--- config.mk ---
export PLATFORM = sky130hd
export DESIGN_NAME = addr_cmd_scheduler
export DESIGN_NICKNAME = d
export VERILOG_FILES = /design/src/rtl/gfx_pkg.sv /design/src/rtl/rr_arb2.sv /design/src/rtl/addr_cmd_scheduler.sv
export SDC_FILE = /design/constraint.sdc
export NUM_CORES = 1
export LEC_CHECK = 0
export BUFFER_PORTS_ARGS = -buffer_cell sky130_fd_sc_hd__buf_2
export CAP_MARGIN = 20
export CORE_UTILIZATION = 43
export DETAILED_ROUTE_END_ITERATION = 8
export PLACE_DENSITY = 0.76
export SKIP_LAST_GASP = 1
export SLEW_MARGIN = 40
export SYNTH_ARGS = -nofsm -noshare
export SYNTH_HDL_FRONTEND = slang
export SYNTH_HIERARCHICAL = 1
export SYNTH_SLANG_ARGS = --single-unit
--- constraint.sdc ---
create_clock -name clk -period 3 [get_ports clk]
set_input_delay 0.3 -clock clk [delete_from_list [all_inputs] [get_ports clk]]
set_output_delay 0.3 -clock clk [all_outputs]
set_load 0.05 [all_outputs]
--- src/rtl/gfx_pkg.sv ---
`timescale 1ns/1ps
// -----------------------------------------------------------------------------
// gfx_pkg
// Shared constants and types for the graphics command path.
//   GFX_H_RES / GFX_V_RES     : visible raster size; origins at or beyond
//                               these limits are rejected by the scheduler.
//   ADDR_SCHED_TIMEOUT        : default watchdog limit (cycles from start
//                               strobe to generation done).
//   ADDR_SCHED_TMR_W          : default watchdog counter width.
//   as_state_t                : 2-bit state encoding of addr_cmd_scheduler.
//   coord_in_range()          : origin range test used at grant time.
// -----------------------------------------------------------------------------
package gfx_pkg;

    localparam int GFX_H_RES          = 640;
    localparam int GFX_V_RES          = 480;
    localparam int ADDR_SCHED_TIMEOUT = 4096;
    localparam int ADDR_SCHED_TMR_W   = 13;

    typedef enum logic [1:0] {
        AS_IDLE      = 2'd0,
        AS_ISSUE     = 2'd1,
        AS_WAIT_ADDR = 2'd2,
        AS_WAIT_GEN  = 2'd3
    } as_state_t;

    // True when (x, y) lies inside an h_lim x v_lim raster. The coordinates
    // are zero-extended so the compare is done on non-negative values.
    function automatic logic coord_in_range(
        input logic [15:0] x,
        input logic [15:0] y,
        input int          h_lim,
        input int          v_lim
    );
        int x_ext;
        int y_ext;
        x_ext = int'({16'd0, x});
        y_ext = int'({16'd0, y});
        return (x_ext < h_lim) && (y_ext < v_lim);
    endfunction

endpackage

--- src/rtl/rr_arb2.sv ---
`timescale 1ns/1ps
// -----------------------------------------------------------------------------
// rr_arb2
// Two-way round-robin arbiter with a one-bit "last granted" pointer.
// Ports:
//   clk      in   system clock
//   rst_     in   asynchronous active-low reset; pointer resets to "req1 last"
//                 so req0 wins the first tie
//   req      in   [1:0] request vector (bit0 = requester 0)
//   advance  in   commit the current grant: pointer moves to the winner
//   gnt      out  [1:0] one-hot grant, combinational from req and pointer
// -----------------------------------------------------------------------------
module rr_arb2 (
    input  logic       clk,
    input  logic       rst_,
    input  logic [1:0] req,
    input  logic       advance,
    output logic [1:0] gnt
);

    // 1 = requester 1 was granted last, so requester 0 has priority on a tie.
    logic last_reg;

    always_comb begin
        gnt = 2'b00;
        case (req)
            2'b01:   gnt = 2'b01;
            2'b10:   gnt = 2'b10;
            2'b11:   gnt = last_reg ? 2'b01 : 2'b10;
            default: gnt = 2'b00;
        endcase
    end

    always_ff @(posedge clk or negedge rst_) begin
        if (!rst_) begin
            last_reg <= 1'b1;
        end else if (advance && (|req)) begin
            last_reg <= gnt[1];
        end
    end

endmodule

--- src/rtl/addr_cmd_scheduler.sv ---
`timescale 1ns/1ps
// -----------------------------------------------------------------------------
// addr_cmd_scheduler
// Accepts draw commands from two requesters (0 = decode engine, 1 = fill/blit
// engine), arbitrates round-robin, range-checks the origin, starts the
// addressing engine with a one-cycle strobe and then waits for address
// completion and generation completion before taking the next command.
// A watchdog aborts a command whose engines stall.
// Ports:
//   clk, rst_                       clock, asynchronous active-low reset
//   reqN_valid/origx/origy (in)     command from requester N, held until ack
//   reqN_ack (out)                  one-cycle consume pulse to requester N
//   addr_start_strobe (out)         one-cycle start to the addressing engine
//   cmd_data_origx/origy (out)      latched origin, stable until next accept
//   gen_start_strobe, gen_done (in) engine progress / completion
//   grant_id (out)                  requester of the current/last command
//   busy (out)                      scheduler is not idle
//   err_range, err_timeout (out)    one-cycle error pulses
// -----------------------------------------------------------------------------
module addr_cmd_scheduler
    import gfx_pkg::*;
#(
    parameter int H_RES   = GFX_H_RES,
    parameter int V_RES   = GFX_V_RES,
    parameter int TIMEOUT = ADDR_SCHED_TIMEOUT,
    parameter int TMR_W   = ADDR_SCHED_TMR_W
) (
    input  logic        clk,
    input  logic        rst_,
    input  logic        req0_valid,
    input  logic [15:0] req0_origx,
    input  logic [15:0] req0_origy,
    output logic        req0_ack,
    input  logic        req1_valid,
    input  logic [15:0] req1_origx,
    input  logic [15:0] req1_origy,
    output logic        req1_ack,
    output logic        addr_start_strobe,
    output logic [15:0] cmd_data_origx,
    output logic [15:0] cmd_data_origy,
    input  logic        gen_start_strobe,
    input  logic        gen_done,
    output logic        grant_id,
    output logic        busy,
    output logic        err_range,
    output logic        err_timeout
);

    as_state_t        state_reg;
    logic [TMR_W-1:0] wdog_reg;

    logic             arb_en;
    logic [1:0]       req_vec;
    logic [1:0]       gnt;
    logic [15:0]      sel_x;
    logic [15:0]      sel_y;
    logic             sel_ok;
    logic             wdog_expired;

    // A requester keeps valid high during its ack cycle, so arbitration is
    // held off while an ack is being driven; otherwise a dropped (range
    // error) command would be granted a second time.
    assign arb_en  = (state_reg == AS_IDLE) && !req0_ack && !req1_ack;
    assign req_vec = arb_en ? {req1_valid, req0_valid} : 2'b00;

    rr_arb2 u_arb (
        .clk     (clk),
        .rst_    (rst_),
        .req     (req_vec),
        .advance (arb_en),
        .gnt     (gnt)
    );

    assign sel_x  = gnt[1] ? req1_origx : req0_origx;
    assign sel_y  = gnt[1] ? req1_origy : req0_origy;
    assign sel_ok = coord_in_range(sel_x, sel_y, H_RES, V_RES);

    // Greater-or-equal so that a command which moved to WAIT_GEN exactly at
    // the limit is still aborted on the next stalled cycle.
    assign wdog_expired = (wdog_reg >= TMR_W'(TIMEOUT - 1));

    assign busy = (state_reg != AS_IDLE);

    always_ff @(posedge clk or negedge rst_) begin
        if (!rst_) begin
            state_reg         <= AS_IDLE;
            wdog_reg          <= '0;
            req0_ack          <= 1'b0;
            req1_ack          <= 1'b0;
            addr_start_strobe <= 1'b0;
            cmd_data_origx    <= 16'd0;
            cmd_data_origy    <= 16'd0;
            grant_id          <= 1'b0;
            err_range         <= 1'b0;
            err_timeout       <= 1'b0;
        end else begin
            // Pulse outputs default low every cycle.
            req0_ack          <= 1'b0;
            req1_ack          <= 1'b0;
            addr_start_strobe <= 1'b0;
            err_range         <= 1'b0;
            err_timeout       <= 1'b0;

            case (state_reg)
                AS_IDLE: begin
                    if (|gnt) begin
                        req0_ack <= gnt[0];
                        req1_ack <= gnt[1];
                        grant_id <= gnt[1];
                        if (sel_ok) begin
                            cmd_data_origx <= sel_x;
                            cmd_data_origy <= sel_y;
                            state_reg      <= AS_ISSUE;
                        end else begin
                            // Out-of-range command is consumed and dropped.
                            err_range <= 1'b1;
                        end
                    end
                end

                AS_ISSUE: begin
                    // Strobe becomes visible together with the first
                    // WAIT_ADDR cycle; the watchdog counts from there.
                    addr_start_strobe <= 1'b1;
                    wdog_reg          <= '0;
                    state_reg         <= AS_WAIT_ADDR;
                end

                AS_WAIT_ADDR: begin
                    wdog_reg <= wdog_reg + TMR_W'(1);
                    if (gen_start_strobe && gen_done) begin
                        state_reg <= AS_IDLE;
                    end else if (gen_start_strobe) begin
                        state_reg <= AS_WAIT_GEN;
                    end else if (wdog_expired) begin
                        err_timeout <= 1'b1;
                        state_reg   <= AS_IDLE;
                    end
                end

                AS_WAIT_GEN: begin
                    wdog_reg <= wdog_reg + TMR_W'(1);
                    if (gen_done) begin
                        state_reg <= AS_IDLE;
                    end else if (wdog_expired) begin
                        err_timeout <= 1'b1;
                        state_reg   <= AS_IDLE;
                    end
                end

                default: begin
                    state_reg <= AS_IDLE;
                end
            endcase
        end
    end

endmodule

-- Word level (Yosys, flattened, before mapping)
Cells that the tools add are included.
- bits in registers: 54
- input port bits: 70
- $add $sub $neg: 1
- order comparisons: 3
- equal/unequal tests: 8
- mux-type cells: 26
- reduce and logical (&&, ||, !) cells: 16
- operators by type and width (operator ; count):
    16-bit 2-to-1 mux ; 2
    13-bit case mux with 2 select lines ; 1
    16-bit by 10-bit less-than comparator with 1-bit output, second input constant ; 1
    16-bit by 9-bit less-than comparator with 1-bit output, second input constant ; 1
    2-bit 2-to-1 mux ; 8
    13-bit by 1-bit adder with 13-bit output, second input constant ; 1
    13-bit by 12-bit >= comparator with 1-bit output, second input constant ; 1
    1-bit 2-to-1 mux ; 12
    2-bit equality test, second input constant ; 4
    2-bit case mux with 4 select lines ; 1
    2-bit case mux with 3 select lines ; 1
    2-bit OR reduction ; 3
    1-bit logical AND ; 5
    2-bit by 1-bit equality test with 1-bit output, second input constant ; 2
    2-bit AND reduction ; 2
    2-bit nonzero test ; 2
    3-bit AND reduction ; 1
    1-bit logical NOT ; 2
    2-bit logical NOT ; 1
    2-bit by 1-bit inequality test with 1-bit output, second input constant ; 1
    2-bit inequality test, second input constant ; 1
    1-bit case mux with 2 select lines ; 1

-- Depth between registers and ports, before layout
- depth after elaboration: 12
- depth in mapped cells: 12

-- By module
Netlist, hierarchy kept.
- by module, submodules not included (module ; times used ; cells each ; area each (µm²) ; sequential area each (µm²)):
    addr_cmd_scheduler ; 1 ; 203 ; 2509.9 ; 1326.3
    rr_arb2 ; 1 ; 6 ; 56.3 ; 26.3

-- Worst setup path after synthesis
OpenSTA, ideal clock, no wires.
- path kind: register -> register
- start point: reg state_reg[0]
- end point: reg cmd_data_origx[0]
- arrival time: 3331 ps
- data required time: 2875 ps
- setup slack: -456 ps
- stages on the path, launching flop included: 13
- cells stage by stage: dfrtp_1 nor2_1 inv_2 nor3_1 and2_1 a21boi_0 buf_4 clkbuf_4 nand3_1 a2111oi_4 o211ai_4 buf_6 mux2_4
- word-level cells in the longest chain between the ends: 10
- ends and longest elaborated chain (element ; RTL line ; RTL):
    start: declaration ; addr_cmd_scheduler.sv:49 ; as_state_t state_reg;
    start signal: assignment ; addr_cmd_scheduler.sv:86 ; state_reg <= AS_IDLE;
    start signal: assignment ; addr_cmd_scheduler.sv:113 ; state_reg <= AS_ISSUE;
    start signal: assignment ; addr_cmd_scheduler.sv:126 ; state_reg <= AS_WAIT_ADDR;
    2-bit logical NOT (*) ; addr_cmd_scheduler.sv:63 ; assign arb_en = (state_reg == AS_IDLE) && !req0_ack && !req1_ack;
    1-bit logical AND (*) (2 in a row) ; addr_cmd_scheduler.sv:63 ;
    via arb_en ; addr_cmd_scheduler.sv:52 ; logic arb_en;
    2-bit 2-to-1 mux (*) ; addr_cmd_scheduler.sv:64 ; assign req_vec = arb_en ? {req1_valid, req0_valid} : 2'b00;
    via req_vec[1] ; addr_cmd_scheduler.sv:53 ; logic [1:0] req_vec;
    2-bit equality test / 2-bit by 1-bit equality test with 1-bit output (equally long branches) ; rr_arb2.sv:26 ; case (req)
    2-bit case mux with 3 select lines (*) ; rr_arb2.sv:26 ;
    via gnt[1] ; addr_cmd_scheduler.sv:54 ; logic [1:0] gnt;
    16-bit 2-to-1 mux (on tied branches) ; addr_cmd_scheduler.sv:74, addr_cmd_scheduler.sv:75 ;
    16-bit by 10-bit less-than comparator with 1-bit output / 16-bit by 9-bit less-than comparator with 1-bit output (equally long branches) ; gfx_pkg.sv:39 ; return (x_ext < h_lim) && (y_ext < v_lim);
    1-bit logical AND ; gfx_pkg.sv:39 ;
    3-bit AND reduction (no line) ; - ;
    end signal: assignment ; addr_cmd_scheduler.sv:111 ; cmd_data_origx <= sel_x;
    end: declaration ; addr_cmd_scheduler.sv:39 ; output logic [15:0] cmd_data_origx,
Mark *: on every way through the listed nets, which the timed path passes. The rest lies on a longest branch.
A chain may end at the register's enable or synchronous reset.

-- Worst setup path in the final report
- start point: reg state_reg[0]
- end point: reg cmd_data_origy[2]
- word-level cells in the longest chain between the ends: 10
- ends and longest elaborated chain (element ; RTL line ; RTL):
    2-bit logical NOT (*) ; addr_cmd_scheduler.sv:63 ;
    1-bit logical AND (*) (2 in a row) ; addr_cmd_scheduler.sv:63 ;
    via arb_en ; addr_cmd_scheduler.sv:52 ;
    2-bit 2-to-1 mux (*) ; addr_cmd_scheduler.sv:64 ;
    via req_vec[1] ; addr_cmd_scheduler.sv:53 ;
    2-bit equality test / 2-bit by 1-bit equality test with 1-bit output (equally long branches) ; rr_arb2.sv:26 ;
    2-bit case mux with 3 select lines (*) ; rr_arb2.sv:26 ;
    16-bit 2-to-1 mux (on tied branches) ; addr_cmd_scheduler.sv:74, addr_cmd_scheduler.sv:75 ;
    16-bit by 10-bit less-than comparator with 1-bit output / 16-bit by 9-bit less-than comparator with 1-bit output (equally long branches) ; gfx_pkg.sv:39 ;
    1-bit logical AND ; gfx_pkg.sv:39 ;
    3-bit AND reduction (no line) ; - ;
    end signal: assignment ; addr_cmd_scheduler.sv:112 ; cmd_data_origy <= sel_y;
    end: declaration ; addr_cmd_scheduler.sv:40 ; output logic [15:0] cmd_data_origy,
Marked as above.

==> results.json <==
{
  "fin_setup_tns_ps": 0,
  "clkTransAtPathRegs_ps": 100,
  "slew_headroom_pct": 68.1,
  "power_switching_share_pct": 34.7,
  "overflow": 0,
  "dp_hpwl_mm": 4.36,
  "async_reset_ff_share_pct": 100,
  "vias_per_cell": 5.11,
  "intPower_mw": 1.45,
  "grt_max_degree": 35,
  "startpoint_type": "register",
  "fp.coreArea_um2": 5640,
  "synthFlopType": "dfrtp_1",
  "finalMaxSlewViolations": 0,
  "drt_wl_total_mm": 6.06,
  "initial_core_util_pct": 45.5,
  "firstDrtPassIters": 4,
  "fp.dieW_um": 79.3,
  "comb_power_share_pct": 37.8,
  "mappedNetlistNets": 280,
  "rsz0062_at_grt": "true",
  "first_global_vias": 2118,
  "synth_edf_count": 0,
  "path_max_fanout": 6,
  "area_growth_pct": 41.2,
  "synth.most_common_cell": "dfrtp_1",
  "cap_violations": 0,
  "p_leak_nw": 1.94,
  "hold_path.class": "primary input to register",
  "cpPeakStageDelay_ps": 420,
  "fin_util_pct": 64.2,
  "ys_seq_area_share_pct": 52.7,
  "nets": 410,
  "total_power_mw": 2.22,
  "synth_cell_types": 46,
  "wire_per_inst_um": 14.7,
  "antenna_found_initial": 0,
  "hold_slack_ps": 278,
  "rows": 27,
  "netlist_area_um2": 2570,
  "vias": 2105,
  "finalCritPeriodShare_pct": 98.2,
  "crit_type": "register to register",
  "finalSetupViolCount": 0,
  "die_h_um": 79.3,
  "seqPwrFrac_pct": 39.3,
  "crit_chain": "nor2_4 -> inv_4 -> nor3_4 -> and2_4 -> a21boi_2 -> mux2i_1 -> nor4_2 -> a2111oi_4 -> o211ai_4 -> clkbuf_16 -> mux2_4",
  "p_per_area_nw_per_um2": 612,
  "cp_data_arrival_time_ps": 3150,
  "place.gp.congestion": 0.709,
  "ant_nets": 0,
  "grt_use_total_pct": 20.0,
  "yosysTopAreaCell": "dfrtp_1",
  "finClkSkew_ps": 3.80,
  "yosys-top-cells-area": "dfrtp_1 (52%), mux2_4 (7.0%), mux2_2 (5.7%), mux2i_1 (4.7%), and2_1 (3.9%)",
  "clk_path_buf_depth": 2,
  "syn_inst": 209,
  "tritoncts": "done",
  "netSwitchingPower_uw": 769,
  "cts.sinks": 54,
  "fmaxAchievable_ghz": 0.340,
  "outcome": "completed",
  "critPathRequiredTime_ps": 3200,
  "min_period_ps": 2940,
  "cts_max_level": 2,
  "root_buffer": "clkbuf_8",
  "die_area_um2": 6280,
  "ys_warn_count": 6,
  "syn-mean-instance-area_um2": 12.3,
  "drive_gt1_share_pct": 54.1,
  "diodes": 0,
  "finalHoldViolations": 0,
  "synth_top_area_share_pct": 51.7,
  "cts_buffers": 5,
  "clockPowerShare_pct": 23.0,
  "slowest_stage": "dfrtp_1",
  "tightest_slew_ps": 479,
  "clock_latency_ps": 310,
  "io-pin-count": 109,
  "endpoint_kind": "register",
  "synthTopCellsByCount": "dfrtp_1 (53), and2_1 (16), mux2_2 (13), mux2_4 (12), mux2i_1 (12)",
  "drc": 0,
  "synth-seq-cells": 54,
  "drtIter0Drc": 85,
  "portBuffers": 108,
  "grt_first_pass_wirelength_mm": 9.64,
  "ir_drop_uv": 524
}
==> worst max-delay path: cells and delay by family (launching register included) <==
kind / cells / cell delay, ps
buffers and inverters: 2 / 260
multiplexers: 2 / 650
flip-flops: 1 / 420
AO/OA/AOI/OAI: 3 / 830
AND/OR/NAND/NOR: 4 / 680
==> final timing paths <==
path / cells past startpoint / to / from / slack [ps]
min in group asynchronous: 2 / cmd_data_origy[6]$_DFFE_PN0P_ / rst_ / 480
setup reg to reg: 11 / cmd_data_origy[2]$_DFFE_PN0P_ / state_reg[0]$_DFFE_PN0P_ / 60
hold reg to reg: 1 / wdog_reg[8]$_DFFE_PN0N_ / wdog_reg[8]$_DFFE_PN0N_ / 480
max in group asynchronous: 3 / u_arb/last_reg$_DFFE_PN1P_ / rst_ / 1690
hold / removal: 4 / err_timeout$_DFF_PN0_ / gen_done / 280
setup / recovery: 11 / cmd_data_origy[2]$_DFFE_PN0P_ / state_reg[0]$_DFFE_PN0P_ / 60
==> layer usage <==
layer | up-vias | global-route usage, % | wire [um]
li1 | 1010 | - | -
met1 | 1009 | 25.2 | 2740
met2 | 74 | 33.3 | 2840
met3 | 12 | 3.91 | 363
met4 | 0 | 8.73 | 121
met5 | - | 0 | 0
==> per-stage QoR <==
stage,worst slack (ps),area (um^2),cells
finish,55.3,3620,412
CTS,20.0,3460,406
global route,-54.8,3620,412
detailed placement,-298,3280,394
global placement,-53.1,3280,394
floorplan,17.4,2590,209
==> final cells by class <==
cell class | instances | area (um^2)
Clock buffer | 5 | 68.8
Clock inverter | 3 | 47.5
Fill cell | 437 | 2020
Inverter | 10 | 40.0
Multi-Input combinational cell | 137 | 1250
Sequential cell | 54 | 1350
Tap cell | 72 | 90.1
Timing Repair Buffer | 131 | 773
==> power by group through the flow <==
stage          clock network [mW]  registers (mW)  logic [mW]
2_1_floorplan                   0           0.954       0.411
3_3_place_gp                    0           0.874       0.691
3_5_place_dp                    0           0.877       0.714
4_1_cts                     0.524           0.867       0.732
5_1_grt                     0.548           0.877       0.900
6_report                    0.509           0.870       0.837
==> logic make-up (layout without fill, tap and decap cells) <==
| kind of cell | after synthesis | after routing | share of synthesized area [%] |
|---|---|---|---|
| adders and majority gates | 1 | 1 | 0.487 |
| DFF | 54 | 54 | 52.7 |
| and+or+nand+nor | 59 | 59 | 13.0 |
| xor gates and xnor gates | 4 | 4 | 1.37 |
| AOI/OAI and AO/OA | 31 | 32 | 9.65 |
| buffers and inverters | 19 | 149 | 3.66 |
| muxes | 41 | 41 | 19.2 |
==> cell usage in the layout (no fill, tap or decap), types with 4 or more instances in the layout <==
master	count
a22o_1	5
and2_1	14
buf_2	108
buf_4	15
buf_6	4
clkbuf_8	5
dfrtp_1	53
inv_1	8
mux2_2	13
mux2_4	13
mux2i_1	9
nand2_1	7
nand3_1	7
nand4_1	4
nor2_1	4
nor4_1	5
o21ai_1	5
==> timing repair <==
action	in CTS	in global routing
buffers inserted	2	6
hold buffers	1	0
pin swaps	1	6
endpoints found under the setup margin	32	30
gates resized for setup	2	20
hold endpoints to repair	20	0
gates cloned	1	1
No activity file was read; power rests on OpenSTA's default activity.
